**src/rtl/guess_pkg.sv**
```systemverilog
// Shared types and constants for the guess-number game sequencer.
package guess_pkg;

    typedef enum logic [1:0] {
        Q_ENTRY = 2'd0,
        A_ENTRY = 2'd1,
        COMPARE = 2'd2,
        RESULT  = 2'd3
    } fsm_e;

    localparam logic [1:0] RES_NONE = 2'd0;
    localparam logic [1:0] RES_GOOD = 2'd1;
    localparam logic [1:0] RES_BAD  = 2'd2;

    localparam logic [3:0] KEY_CLEAR = 4'hF;
    localparam logic [3:0] DIGIT_MAX = 4'd9;

    // Four 4-bit digits, slot 0 is the first digit entered.
    typedef logic [3:0][3:0] digits_t;

    // True when key already sits in one of the first n slots of d.
    function automatic logic digit_seen(input digits_t d, input logic [1:0] n,
                                        input logic [3:0] key);
        logic seen;
        seen = 1'b0;
        for (int k = 0; k < 4; k++) begin
            if ((2'(k) < n) && (d[k] == key)) begin
                seen = 1'b1;
            end else begin
                seen = seen;
            end
        end
        return seen;
    endfunction

endpackage

```
**src/rtl/guess_score.sv**
```systemverilog
// Combinational scorer: hits (same value, same slot) and blows (same value,
// other slot). Blow logic is only built when GUESS_BLOW_EN is defined.
module guess_score
    import guess_pkg::*;
(
    input  digits_t    secret_i,
    input  digits_t    guess_i,
    output logic [2:0] hits_o,
    output logic [2:0] blows_o
);

    // Count positional matches.
    always_comb begin
        hits_o = 3'd0;
        for (int i = 0; i < 4; i++) begin
            if (secret_i[i] == guess_i[i]) begin
                hits_o = hits_o + 3'd1;
            end else begin
                hits_o = hits_o;
            end
        end
    end

`ifdef GUESS_BLOW_EN
    logic [4:0] blow_cnt_s;

    // Count cross-position matches; clamp to 4 in case digits were not unique.
    always_comb begin
        blow_cnt_s = 5'd0;
        for (int i = 0; i < 4; i++) begin
            for (int j = 0; j < 4; j++) begin
                if ((i != j) && (guess_i[i] == secret_i[j])) begin
                    blow_cnt_s = blow_cnt_s + 5'd1;
                end else begin
                    blow_cnt_s = blow_cnt_s;
                end
            end
        end
        if (blow_cnt_s > 5'd4) begin
            blows_o = 3'd4;
        end else begin
            blows_o = blow_cnt_s[2:0];
        end
    end
`else
    assign blows_o = 3'd0;
`endif

endmodule

```
**src/rtl/guess_ctrl.sv**
```systemverilog
// Guess-number game sequencer: secret entry, guess entry, scoring and result
// hold. Optional blow counting is enabled with the GUESS_BLOW_EN macro.
module guess_ctrl
    import guess_pkg::*;
#(
    parameter int HOLD_CYCLES = 2000
) (
    input  logic       clk_div,
    input  logic       reset,
    input  logic       key_valid,
    input  logic [3:0] key_code,
    output logic [1:0] digit_state,
    output logic       qa_state,
    output logic       match,
    output logic [1:0] state,
    output logic [2:0] hits,
    output logic [2:0] blows,
    output logic [3:0] attempts
);

    localparam int HW = (HOLD_CYCLES > 1) ? $clog2(HOLD_CYCLES) : 1;
    localparam logic [HW-1:0] HOLD_LAST = HW'(HOLD_CYCLES - 1);

    fsm_e          fsm_q, fsm_d;
    logic [1:0]    digit_q, digit_d;
    logic          qa_q, qa_d;
    logic          match_q, match_d;
    logic [1:0]    state_q, state_d;
    logic [2:0]    hits_q, hits_d;
    logic [2:0]    blows_q, blows_d;
    logic [3:0]    attempts_q, attempts_d;
    digits_t       secret_q, secret_d;
    digits_t       guess_q, guess_d;
    logic [HW-1:0] hold_q, hold_d;

    logic [2:0]    score_hits_s;
    logic [2:0]    score_blows_s;
    digits_t       entry_s;
    logic          in_answer_s;
    logic          key_digit_s;
    logic          key_clear_s;

    guess_score u_score (
        .secret_i (secret_q),
        .guess_i  (guess_q),
        .hits_o   (score_hits_s),
        .blows_o  (score_blows_s)
    );

    assign in_answer_s = (fsm_q == A_ENTRY);
    assign entry_s     = in_answer_s ? guess_q : secret_q;
    assign key_digit_s = key_valid && (key_code <= DIGIT_MAX);
    assign key_clear_s = key_valid && (key_code == KEY_CLEAR);

    // Next-state and output logic for the game sequencer.
    always_comb begin
        fsm_d      = fsm_q;
        digit_d    = digit_q;
        qa_d       = qa_q;
        match_d    = match_q;
        state_d    = state_q;
        hits_d     = hits_q;
        blows_d    = blows_q;
        attempts_d = attempts_q;
        secret_d   = secret_q;
        guess_d    = guess_q;
        hold_d     = hold_q;

        case (fsm_q)
            Q_ENTRY, A_ENTRY: begin
                if (key_clear_s) begin
                    digit_d = 2'd0;
                end else if (key_digit_s && !digit_seen(entry_s, digit_q, key_code)) begin
                    if (in_answer_s) begin
                        guess_d[digit_q] = key_code;
                    end else begin
                        secret_d[digit_q] = key_code;
                    end
                    if (digit_q == 2'd3) begin
                        digit_d = 2'd0;
                        qa_d    = 1'b1;
                        fsm_d   = in_answer_s ? COMPARE : A_ENTRY;
                    end else begin
                        digit_d = digit_q + 2'd1;
                    end
                end else begin
                    digit_d = digit_q;
                end
            end
            COMPARE: begin
                hits_d  = score_hits_s;
                blows_d = score_blows_s;
                if (attempts_q == 4'd15) begin
                    attempts_d = 4'd15;
                end else begin
                    attempts_d = attempts_q + 4'd1;
                end
                hold_d = '0;
                fsm_d  = RESULT;
            end
            RESULT: begin
                // First RESULT cycle raises the face; match then spans HOLD_CYCLES.
                if (!match_q) begin
                    match_d = 1'b1;
                    state_d = (hits_q == 3'd4) ? RES_GOOD : RES_BAD;
                    hold_d  = '0;
                end else if (hold_q == HOLD_LAST) begin
                    match_d = 1'b0;
                    state_d = RES_NONE;
                    if (state_q == RES_GOOD) begin
                        fsm_d      = Q_ENTRY;
                        qa_d       = 1'b0;
                        attempts_d = 4'd0;
                    end else begin
                        fsm_d = A_ENTRY;
                    end
                end else begin
                    hold_d = hold_q + HW'(1);
                end
            end
            default: begin
                fsm_d = Q_ENTRY;
            end
        endcase
    end

    // State register with synchronous reset.
    always_ff @(posedge clk_div) begin
        if (reset) begin
            fsm_q      <= Q_ENTRY;
            digit_q    <= 2'd0;
            qa_q       <= 1'b0;
            match_q    <= 1'b0;
            state_q    <= RES_NONE;
            hits_q     <= 3'd0;
            blows_q    <= 3'd0;
            attempts_q <= 4'd0;
            secret_q   <= '0;
            guess_q    <= '0;
            hold_q     <= '0;
        end else begin
            fsm_q      <= fsm_d;
            digit_q    <= digit_d;
            qa_q       <= qa_d;
            match_q    <= match_d;
            state_q    <= state_d;
            hits_q     <= hits_d;
            blows_q    <= blows_d;
            attempts_q <= attempts_d;
            secret_q   <= secret_d;
            guess_q    <= guess_d;
            hold_q     <= hold_d;
        end
    end

    assign digit_state = digit_q;
    assign qa_state    = qa_q;
    assign match       = match_q;
    assign state       = state_q;
    assign hits        = hits_q;
    assign blows       = blows_q;
    assign attempts    = attempts_q;

endmodule
```
**config.mk**
```make
export PLATFORM = sky130hd
export DESIGN_NAME = guess_ctrl
export DESIGN_NICKNAME = d
export VERILOG_FILES = /design/src/rtl/guess_pkg.sv /design/src/rtl/guess_score.sv /design/src/rtl/guess_ctrl.sv
export SDC_FILE = /design/constraint.sdc
export NUM_CORES = 1
export LEC_CHECK = 0
export CAP_MARGIN = 20
export CORE_MARGIN = 3
export CORE_UTILIZATION = 35
export DETAILED_ROUTE_END_ITERATION = 16
export RECOVER_POWER = 25
export SYNTH_ARGS = -nofsm -noshare
export SYNTH_HDL_FRONTEND = slang
export SYNTH_SLANG_ARGS = --single-unit
```
**constraint.sdc**
```tcl
create_clock -name clk_div -period 3.5 [get_ports clk_div]
set_input_delay 0.7 -clock clk_div [delete_from_list [all_inputs] [get_ports clk_div]]
set_output_delay 0.7 -clock clk_div [all_outputs]
set_load 0.02 [all_outputs]
```
* Word level (Yosys, flattened, before mapping)
Index checks and enable logic that the tools add are counted.
Operators by class: add/sub/neg operators 6, order comparisons 7, equality and inequality tests 25, muxes and demuxes 46, bitwise operators 2, reduce and logical (&&, ||, !) cells 22
Operators with widths (number):
- 16-bit bitwise mux | 2
- 4-bit equality test | 8
- 2-bit 2-to-1 mux | 12
- 11-bit 2-to-1 mux | 2
- 11-bit one-hot mux with 2 select lines | 1
- 4-bit 2-to-1 mux | 5
- 1-bit 2-to-1 mux | 16
- 16-bit 2-to-1 mux | 1
- 2-bit != test (second input constant) | 6
- 4-bit AND reduction | 3
- 11-bit by 1-bit adder with 11-bit output (second input constant) | 1
- 11-bit equality test (second input constant) | 1
- 3-bit 2-to-1 mux | 3
- 4-bit demux with 2-bit select | 1
- 4-bit equality test (second input constant) | 2
- 1-bit logical AND | 8
- 4-bit one-hot mux with 2 select lines | 1
- 7-bit AND reduction | 1
- 3-bit by 1-bit adder with 3-bit output (second input constant) | 2
- 2-bit equality test (second input constant) | 3
- 2-bit one-hot mux with 3 select lines | 1
- 2-bit AND reduction | 3
- 2-bit nonzero test | 3
- 5-bit AND reduction | 1
- 17 further kinds | 21
Storage, ports and cells: flip-flop bits (word level) 58, logic and storage cells 124, output and inout bits 16

* Depth between registers and ports, before layout
Gate-level depths: netlist of run 1.
word-level depth 15, mapped depth 11, gate-level depth less buffers 11

* By module
From an unflattened synthesis of run 1, not the netlist that was laid out.
Second synthesis, totals: cell total of the unflattened synthesis 372, area, all modules 3525.9 um^2
Modules (own cells, without submodules):
- guess_ctrl | cells each 335, area an instance 3204.3 um^2, times used 1
- guess_score | cells each 37, area an instance 321.6 um^2, times used 1

* Worst setup path before layout of run 1
OpenSTA, ideal clock, no wires.
path kind reg-to-reg, from register fsm_q[1], to register fsm_q[0], library setup time 72 ps, buffers on the path 2, period minus slack after synthesis 2230 ps, slack 1270 ps, cell stages (with the launch flop) 10, arrival time 2158 ps, cell sequence dfxtp_1 inv_1 ha_1 buf_6 mux2i_4 xnor2_1 o41a_4 buf_8 a21oi_4 mux2i_1
Between the ends: cells in the longest elaborated chain, start to end 14, elaborated cells between the ends (all ways) 33, classes of those cells eq/ne: 12; mux: 12; reduce/logical: 9
Ends and longest elaborated chain:
- from (decl) | line guess_ctrl.sv:24 | fsm_e fsm_q, fsm_d;
- from (signal assigned) | line guess_ctrl.sv:142 | fsm_q <= fsm_d;
- 2-bit by 1-bit equality test with 1-bit output | line guess_ctrl.sv:50, guess_ctrl.sv:69
- 16-bit 2-to-1 mux | line guess_ctrl.sv:51 | assign entry_s = in_answer_s ? guess_q : secret_q;
- 4-bit equality test | line guess_pkg.sv:27 | if ((2'(k) < n) && (d[k] == key)) begin
- 1-bit logical AND | line guess_pkg.sv:27
- 1-bit 2-to-1 mux (4 in a row) | line guess_pkg.sv:27
- 1-bit 2-to-1 mux | line guess_ctrl.sv:71 | if (key_clear_s) begin
- 1-bit 2-to-1 mux | line guess_ctrl.sv:69 | case (fsm_q)
- 1-bit zero test | line guess_ctrl.sv:73 | end else if (key_digit_s && !digit_seen(entry_s, digit_q, key_code)) begin
- 1-bit logical AND | line guess_ctrl.sv:73
- 2-bit != test (no source line)
- 5-bit AND reduction (no source line)
Several ways; a longest one is shown, not always the timed one. The select of a mux whose other input is x is not followed. A chain may end at the register's enable or synchronous reset.

* Worst setup path in the final report of run 1
from register fsm_q[1], to register secret_q[0] (netlist name)
Between the ends: cells in the longest elaborated chain, start to end 13, elaborated cells between the ends (all ways) 22, classes of those cells eq/ne: 5; mux: 7; bitwise: 1; reduce/logical: 9
Ends and longest elaborated chain:
- 2-bit by 1-bit equality test with 1-bit output | line guess_ctrl.sv:50, guess_ctrl.sv:69
- 16-bit 2-to-1 mux | line guess_ctrl.sv:51
- 4-bit equality test | line guess_pkg.sv:27
- 1-bit logical AND | line guess_pkg.sv:27
- 1-bit 2-to-1 mux (4 in a row) | line guess_pkg.sv:27
- 1-bit 2-to-1 mux | line guess_ctrl.sv:71
- 1-bit 2-to-1 mux | line guess_ctrl.sv:69
- 1-bit zero test | line guess_ctrl.sv:73
- 1-bit logical AND | line guess_ctrl.sv:73
- 4-bit AND reduction (no source line) *
- to (signal assigned) | line guess_ctrl.sv:150 | secret_q <= secret_d;
- to (decl) | line guess_ctrl.sv:32 | digits_t secret_q, secret_d;
Mark *: on every way between the ends. The rest lies on a longest branch, timed or not. The select of a mux whose other input is x is not followed.

==> impl_results.md, run 1 <==
- Register clock-pin slew on the reported worst setup and hold paths: 60 ps
- Tcrit/Tclk final: between 80% and 90%
- Width of the die: approximately 100 um
- Per-instance average area after synthesis: between 9 and 10 sq um
- Number of rows created at floorplan: 35
- Sequential share of the synthesized area: between 30% and 40%
- Status: finished, final reports clean
- Multiplexer share of the synthesized area: ~15%
- Number of nets at the end of the flow: approximately 400
- Design Area, Final: 3866 sq um
- Number of setup violations in the final report: 0
- Global Route met1 Usage: 17.37%
- Violation count after the first detailed-route iteration: approximately 100
- Startpoint kind of the worst setup timing path: flop
- Via-per-instance ratio: around 5
- DRC Markers: 0
- GRT met2 Usage: 22.38%
- Final global-route overflow total: 0
- Critical path endpoint category: flop
- CTS H-Tree Depth: 3
- I/O pin total: 23
- Yosys warns: 0
- Fraction of layout instances using a drive strength above 1: around 8.4%
- Worst EP required: approximately 3800 ps
- IR Drop Worst-Case VDD: 0.2452 mV
- Chip height: roughly 100 um
- Number of synthesized register bits: just under 60
- Post-placement cell count: approximately 510
- Via count: 2585
- Vias in the first global route: 2432
- Slew of the pin with the lowest slew margin: 941.7 ps
- Netlist Area Pre-Place: roughly 3400 sq um
- Area delta synth->final: 14.49%
- First-pass GRT wire length: 12050 um
- Xor and xnor area share after synthesis: a little under a tenth
- Filler-free cell count of the finished design: between 500 and 600
- Met3 Resource Use GR: 4.035%
- Synthesized-area fraction occupied by adder cells: ~4.8%
- Detail Route Antenna Nets: 0
- Post-CTS Repair Setup Buffers: 0
- CTS tree: built
- Buffer depth of the longest clock path: 2
- Final wirelength: ~7200 um
- Upper clock frequency limit: 355.0 MHz
- Unrepaired setup endpoints after global routing: no
- Main combinational cell family by area after synthesis: simple AND/OR/NAND/NOR gates
- Highest-count cells in the layout ignoring fill and taps: 58 x dfxtp_1, 55 x nand2_1, 49 x mux2i_1
- Router iterations before antenna repair: 4
- Max Slew Vio Count: 0
- GPL Wtd Cong: 0.7837
- Unique masters post-synth: 48
- Leakage Power: roughly 1.5 nW
- Setup TNS: 0 ps
- Critical path class: flop to flop
- Clock tree root buffer cell: clkbuf_8
- Count of antenna diodes in the layout: 0
- Total global routing track utilization: between 10% and 20%
- Cell area power density: roughly 500 nW/um^2
- Number of cells produced by synthesis: about 370
- Area of the core: slightly above 9000 sq um
- Layout Skew: about 6 ps
- Worst hold path class: flop to flop
- Total CTS buffers: 9
- Min Tclk post-route: 2817 ps
- Fraction of the mapped netlist area in simple logic gates: between 20 and 25%
- Arrival time at the worst endpoint: 3070 ps
- Leading cell type in the layout, fill and taps excluded: dfxtp_1
- Synth Area in Compound Gates: under 10%
- Worst rel slew slack: 36.64%
- Final hold violation count: 0
- Clk sinks: slightly below 60
- # port buffers: 19
- Hold-fix buffer count after cts: 0
- Starting Density: 36.20%
- CTS resizes: 0
- Maximum number of pins on one net before global-route repair: 23
- Number of max-cap violations: 0
- Initial antenna violation count: 0
- Clock Latency Late Sink: approximately 340 ps
- Most Used Layer, Global Route: met2
- Die Footprint: 10860 sq um
- FF-to-FF setup slack: between 600 and 700 ps
- Crit-path max FO: 16
- Post-place instance area: roughly 3700 sq um
- Detail-routed net length per standard cell: roughly 14 um
- Post-detailed-placement half-perimeter wirelength: 5269 um
==> worst max-delay path: stages, from the launching register on <==
cell	delay (ps)
dfxtp_1	350
inv_1	90
ha_1	440
buf_4	290
mux2i_1	230
xor2_1	180
nand2_1	90
o41a_4	520
nand4_1	310
mux2i_1	230
==> routing by layer <==
metal	vias to the layer above	routed length (um)
met2	43	3395
li1	1313	-
met4	0	129
met3	12	264
met1	1217	3397
met5	-	0
==> report_power, final <==
group / switching [mW] / total, mW / internal [mW] / leakage [nW]
sequential: 0.0357 / 0.727 / 0.691 / 0.468
combinational: 0.335 / 0.579 / 0.244 / 0.960
clock: 0.256 / 0.623 / 0.367 / 0.101
total: 0.626 / 1.93 / 1.30 / 1.53
==> per-stage QoR <==
stage	power [mW]	setup slack (ps)	util, %	hold slack (ps)
floorplan	1.207	1270	-	451.0
global placement	1.309	766.5	39.37	461.0
detailed placement	1.325	709.3	39.37	468.0
CTS	1.954	658.7	41.49	479.4
global route	2.038	477.4	41.45	505.5
finish	1.929	683.2	41.45	474.4
==> cells by family after synthesis <==
family / count (synthesis)
buffers and inverters: 31
AND/OR/NAND/NOR: 133
AO/OA/AOI/OAI: 43
other: 1
flip-flops: 58
adder cells (fa/ha/maj): 13
XOR/XNOR: 37
multiplexers: 50
==> path summary, 6_finish.rpt <==
check / endpoint / startpoint / cells after the start
hold / removal: secret_q[14]$_SDFFE_PP0P_ / secret_q[14]$_SDFFE_PP0P_ / 2
setup reg to reg: secret_q[0]$_SDFFE_PP0P_ / fsm_q[1]$_SDFFE_PP0P_ / 9
hold reg to reg: secret_q[14]$_SDFFE_PP0P_ / secret_q[14]$_SDFFE_PP0P_ / 2
setup / recovery: secret_q[0]$_SDFFE_PP0P_ / fsm_q[1]$_SDFFE_PP0P_ / 9
==> state kept, by name (all words and copies together) (netlist names) <==
name / flops
attempts: 4
digit_state: 2
fsm_q: 2
guess_q: 16
hits: 3
hold_q: 11
match: 1
qa_state: 1
secret_q: 16
state: 2
==> final cells by class <==
| type | count | area (sq um) |
|---|---|---|
| timing repair buffer | 27 | 246.5 |
| fill | 925 | 5461 |
| tap | 129 | 161.4 |
| sequential | 58 | 1161 |
| clock buffer | 14 | 162.7 |
| inverter | 12 | 45.04 |
| clock inverter | 2 | 35.03 |
| multi-input combinational | 279 | 2054 |
==> synthesized netlist by cell type, drive strengths merged <==
master  number  area [sq um]
clkinv       1         3.750
a21oi       13         76.33
nor3         4         20.02
a21boi       1         11.26
nand4       13         171.4
a211oi       6         45.04
ha          13         162.7
dfxtp       58          1161
and4         2         18.77
a41oi        1         8.760
nor2        20         75.07
and3         5         31.28
nand3       13         65.06
or3          2         12.51
o41a         1         21.27
nand3b       1         7.510
o211ai       3         22.52
a21o         2         15.01
buf          7         58.80
nor4b        2         17.52
xor2        14         122.6
conb         1         3.750
inv         11         41.29
mux2i       50         513.0
nor4         3         25.02
and2         2         12.51
a211o        1         8.760
xnor2       23         201.4
o21ai       10         50.05
clkbuf      12         65.07
nor2b        3         18.77
and3b        1         8.760
o32a         1         10.01
and4b        2         20.02
nand4b       1         8.760
nand2       55         206.5
nand2b       3         18.77
a31oi        4         25.02
or4          1         11.26
Note: power is estimated with default switching activity, not from simulation.
==> run 2, diff against run 1 <==
==> constraint.sdc (replaced) <==
create_clock -name clk_div -period 2.58 [get_ports clk_div]
set_input_delay 0.516 -clock clk_div [delete_from_list [all_inputs] [get_ports clk_div]]
set_output_delay 0.516 -clock clk_div [all_outputs]
set_load 0.02 [all_outputs]
==> run 2 against run 1 <==
Effect of this change: non-clock buffer count increased by 8; worst setup slack got worse by 550 ps; sequential power increased by 35%; count of clock-buffer cells in the layout decreased by 3; clock power increased by 83%; critical path type unchanged; highest routed layer unchanged.
==> impl_results.md, run 2 (same netlist as run 1, synthesis figures left out) <==
- Status: finished, final reports clean
- Detail-routed net length per standard cell: 13.76 um (-0.21%)
- Via count: 2591 (+0.23%)
- Initial antenna violation count: 0 (unchanged)
- Number of nets at the end of the flow: 415 (+2.0%)
- Buffer depth of the longest clock path: 2 (unchanged)
- Clk sinks: 58 (unchanged)
- I/O pin total: 23 (unchanged)
- CTS resizes: 0 (unchanged)
- Total CTS buffers: 9 (unchanged)
- Worst EP required: 2850 ps (-910 ps)
- FF-to-FF setup slack: 130 ps (-550 ps)
- Longest individual stage delay on the worst path: 560 ps (+40 ps)
- Detail Route Antenna Nets: 0 (unchanged)
- Clock Latency Late Sink: 350 ps (about the same)
- Flop pwr share: 33.3% (-4.4 points)
- Number of setup violations in the final report: 0 (unchanged)
- Cell count along the critical path: 8 (-1)
- Highest-count cells in the layout ignoring fill and taps: 58 x dfxtp_1, 55 x nand2_1, 49 x mux2i_1
- Cell area power density: 736.4 nW/um^2 (+48%)
- Instance count along the most critical hold path: 2 (unchanged)
- Min Tclk post-route: 2451 ps (-365.8 ps)
- Critical path class: flop to flop
- CTS tree: built
- Die Footprint: 10860 sq um (unchanged)
- Post-CTS Repair Setup Buffers: 0 (unchanged)
- Number of max-cap violations: 0 (unchanged)
- Clock share of power: 38.6% (+6.3 points)
- Area of the core: 9328 sq um (unchanged)
- Layout Skew: 7.978 ps (+1.893 ps)
- Crit-path max FO: 20 (+4)
- # port buffers: 19 (unchanged)
- Router iterations before antenna repair: 4 (unchanged)
- Fraction of layout instances using a drive strength above 1: 10.50% (+2.1 points)
- Number of rows created at floorplan: 35 (unchanged)
- Max stage delay cell, worst path: o41a_4
- Power share of the combinational group: 28.1% (-1.9 points)
- Upper clock frequency limit: 408.0 MHz (+15%)
- Worst rel slew slack: 64.25% (+28 points)
- P_sw: 887.4 uW (+42%)
- Tcrit/Tclk final: 95.00% (+15 points)
- Leading cell type in the layout, fill and taps excluded: dfxtp_1
- Count of filler cells inserted in the layout: 927 (+0.22%)
- Total global routing track utilization: 13.96% (+0.23 points)
- CTS H-Tree Depth: 3 (unchanged)
- Max Slew Vio Count: 0 (unchanged)
- Register clock-pin slew on the reported worst setup and hold paths: 70 ps (about the same)
- First-pass GRT wire length: 12140 um (+0.69%)
- Multi-input logic area: 2054 sq um (unchanged)
- Hold-fix buffer count after cts: 0 (unchanged)
- Width of the die: 104.2 um (unchanged)
- GPL Wtd Cong: 0.7767 (-0.89%)
- Final wirelength: 7281 um (+1.3%)
- Most repeated library cell on the critical path: mux2i_1
- DRC Markers: 0 (unchanged)
- Final-layout worst hold slack: 473.6 ps (-0.7670 ps)
- Starting Density: 36.20% (unchanged)
- Cell family with most CP delay: compound AO/OA/AOI/OAI gates
- Clock tree root buffer cell: clkbuf_8
- Chip height: 104.2 um (unchanged)
- Registers with the most flip-flops: guess_q x16, secret_q x16, hold_q x11
- Worst hold path class: flop to flop
- Critical-path cell list: ha_1, buf_12, mux2i_1, xnor2_1, o41a_4, buf_4, nand4_4, mux2i_1
- Final global-route overflow total: 0 (unchanged)
- Logic depth of the worst register-to-register path: 8 (-1)
- Vias in the first global route: 2559 (+5.2%)
- Maximum number of pins on one net before global-route repair: 21 (-8.7%)
- Setup TNS: 0 ps (unchanged)
- Arrival time at the worst endpoint: 2720 ps (-350 ps)
- Violation count after the first detailed-route iteration: 131 (+26%)
- Post-detailed-placement half-perimeter wirelength: 5382 um (+2.2%)
- Internal power component: 2.061 mW (+58%)
- Flip-flop and latch area: 1161 sq um (unchanged)
- Critical path endpoint category: flop
- Via-per-instance ratio: 4.898 (-1.3%)
- Startpoint kind of the worst setup timing path: flop
- Count of antenna diodes in the layout: 0 (unchanged)
- Total buffers and inverters traversed by the critical path: 2 (unchanged)
- Switching part of the total: 30.10% (-2.4 points)
- Slew of the pin with the lowest slew margin: 533.1 ps (-408.6 ps)
- Area delta synth->final: 18.56%
- Leakage Power: 1.599 nW (+4.6%)
- Final hold violation count: 0 (unchanged)
- IR Drop Worst-Case VDD: 0.4056 mV (+65%)
- Unrepaired setup endpoints after global routing: no
-- run 2: cell types whose count changed in the layout (fill, tap and decap cells not counted), sizes merged --
cell           before  now
clkbuf             15   13
clkdlybuf4s50      11   12
buf                 7   14
dlygate4sd3         8    7
bufinv              1    4
-- run 2: cell type report --
cell class | instances | share of cell area [%]
repair buffers | 35 | 7.875
multi-input cells | 279 | 51.31
flip-flops and latches | 58 | 29.00
well taps | 129 | 4.031
inverters | 12 | 1.125
clock inverters | 5 | 3.125
clock buffers | 11 | 3.531
-- run 2: path summary, 6_finish.rpt --
path / from / endpoint
worst max-delay path: fsm_q[0]$_SDFFE_PP0P_ / guess_q[0]$_SDFFE_PP0P_
worst min-delay path: guess_q[12]$_SDFFE_PP0P_ / guess_q[12]$_SDFFE_PP0P_
worst max register to register: fsm_q[0]$_SDFFE_PP0P_ / guess_q[0]$_SDFFE_PP0P_
worst min register to register: guess_q[12]$_SDFFE_PP0P_ / guess_q[12]$_SDFFE_PP0P_
-- run 2: per-stage QoR --
step	setup WS, ps	instance area, sq um	power [mW]	utilization, %	instances
final	129.0	4004	2.949	42.92	529
after global routing	5.374	4004	3.089	42.92	529
after CTS	105.9	4011	2.990	43.00	529
after detailed placement	108.0	3745	1.835	40.15	513
after global placement	129.8	3745	1.820	40.15	513
after floorplan	350.0	3385	1.638	-	368
-- run 2: power groups by stage --
stage          Combinational, mW  Sequential (mW)  Clock (mW)
2_1_floorplan              0.636             1.00           0
3_3_place_gp               0.818             1.00           0
3_5_place_dp               0.831             1.00           0
4_1_cts                    0.838            0.983        1.17
5_1_grt                    0.907            0.990        1.19
6_report                   0.829            0.982        1.14
-- run 2: tightest hold or removal path, delay by kind of cell, from the launching register on --
kind	cells	cell delay, ps
and+or+nand+nor	1	50
DFF	1	320
muxes	1	50
-- run 2: per-layer routing --
| metal | track usage, % | wire [um] | part of all wire [%] |
|---|---|---|---|
| met4 | 4.938 | 104 | 1.4 |
| met2 | 23.44 | 3487 | 48 |
| met1 | 16.76 | 3452 | 47 |
| met3 | 4.469 | 238 | 3.3 |
| met5 | 0 | 0 | 0 |
==> run 3, diff against run 2 <==
--- a/config.mk
+++ b/config.mk
@@ -5,7 +5,6 @@
 export SDC_FILE = /design/constraint.sdc
 export NUM_CORES = 1
 export LEC_CHECK = 0
-export CAP_MARGIN = 20
 export CORE_MARGIN = 3
 export CORE_UTILIZATION = 35
 export DETAILED_ROUTE_END_ITERATION = 16
==> results of run 3 <==
Final layout, timing and power as in run 2 (identical DEF).
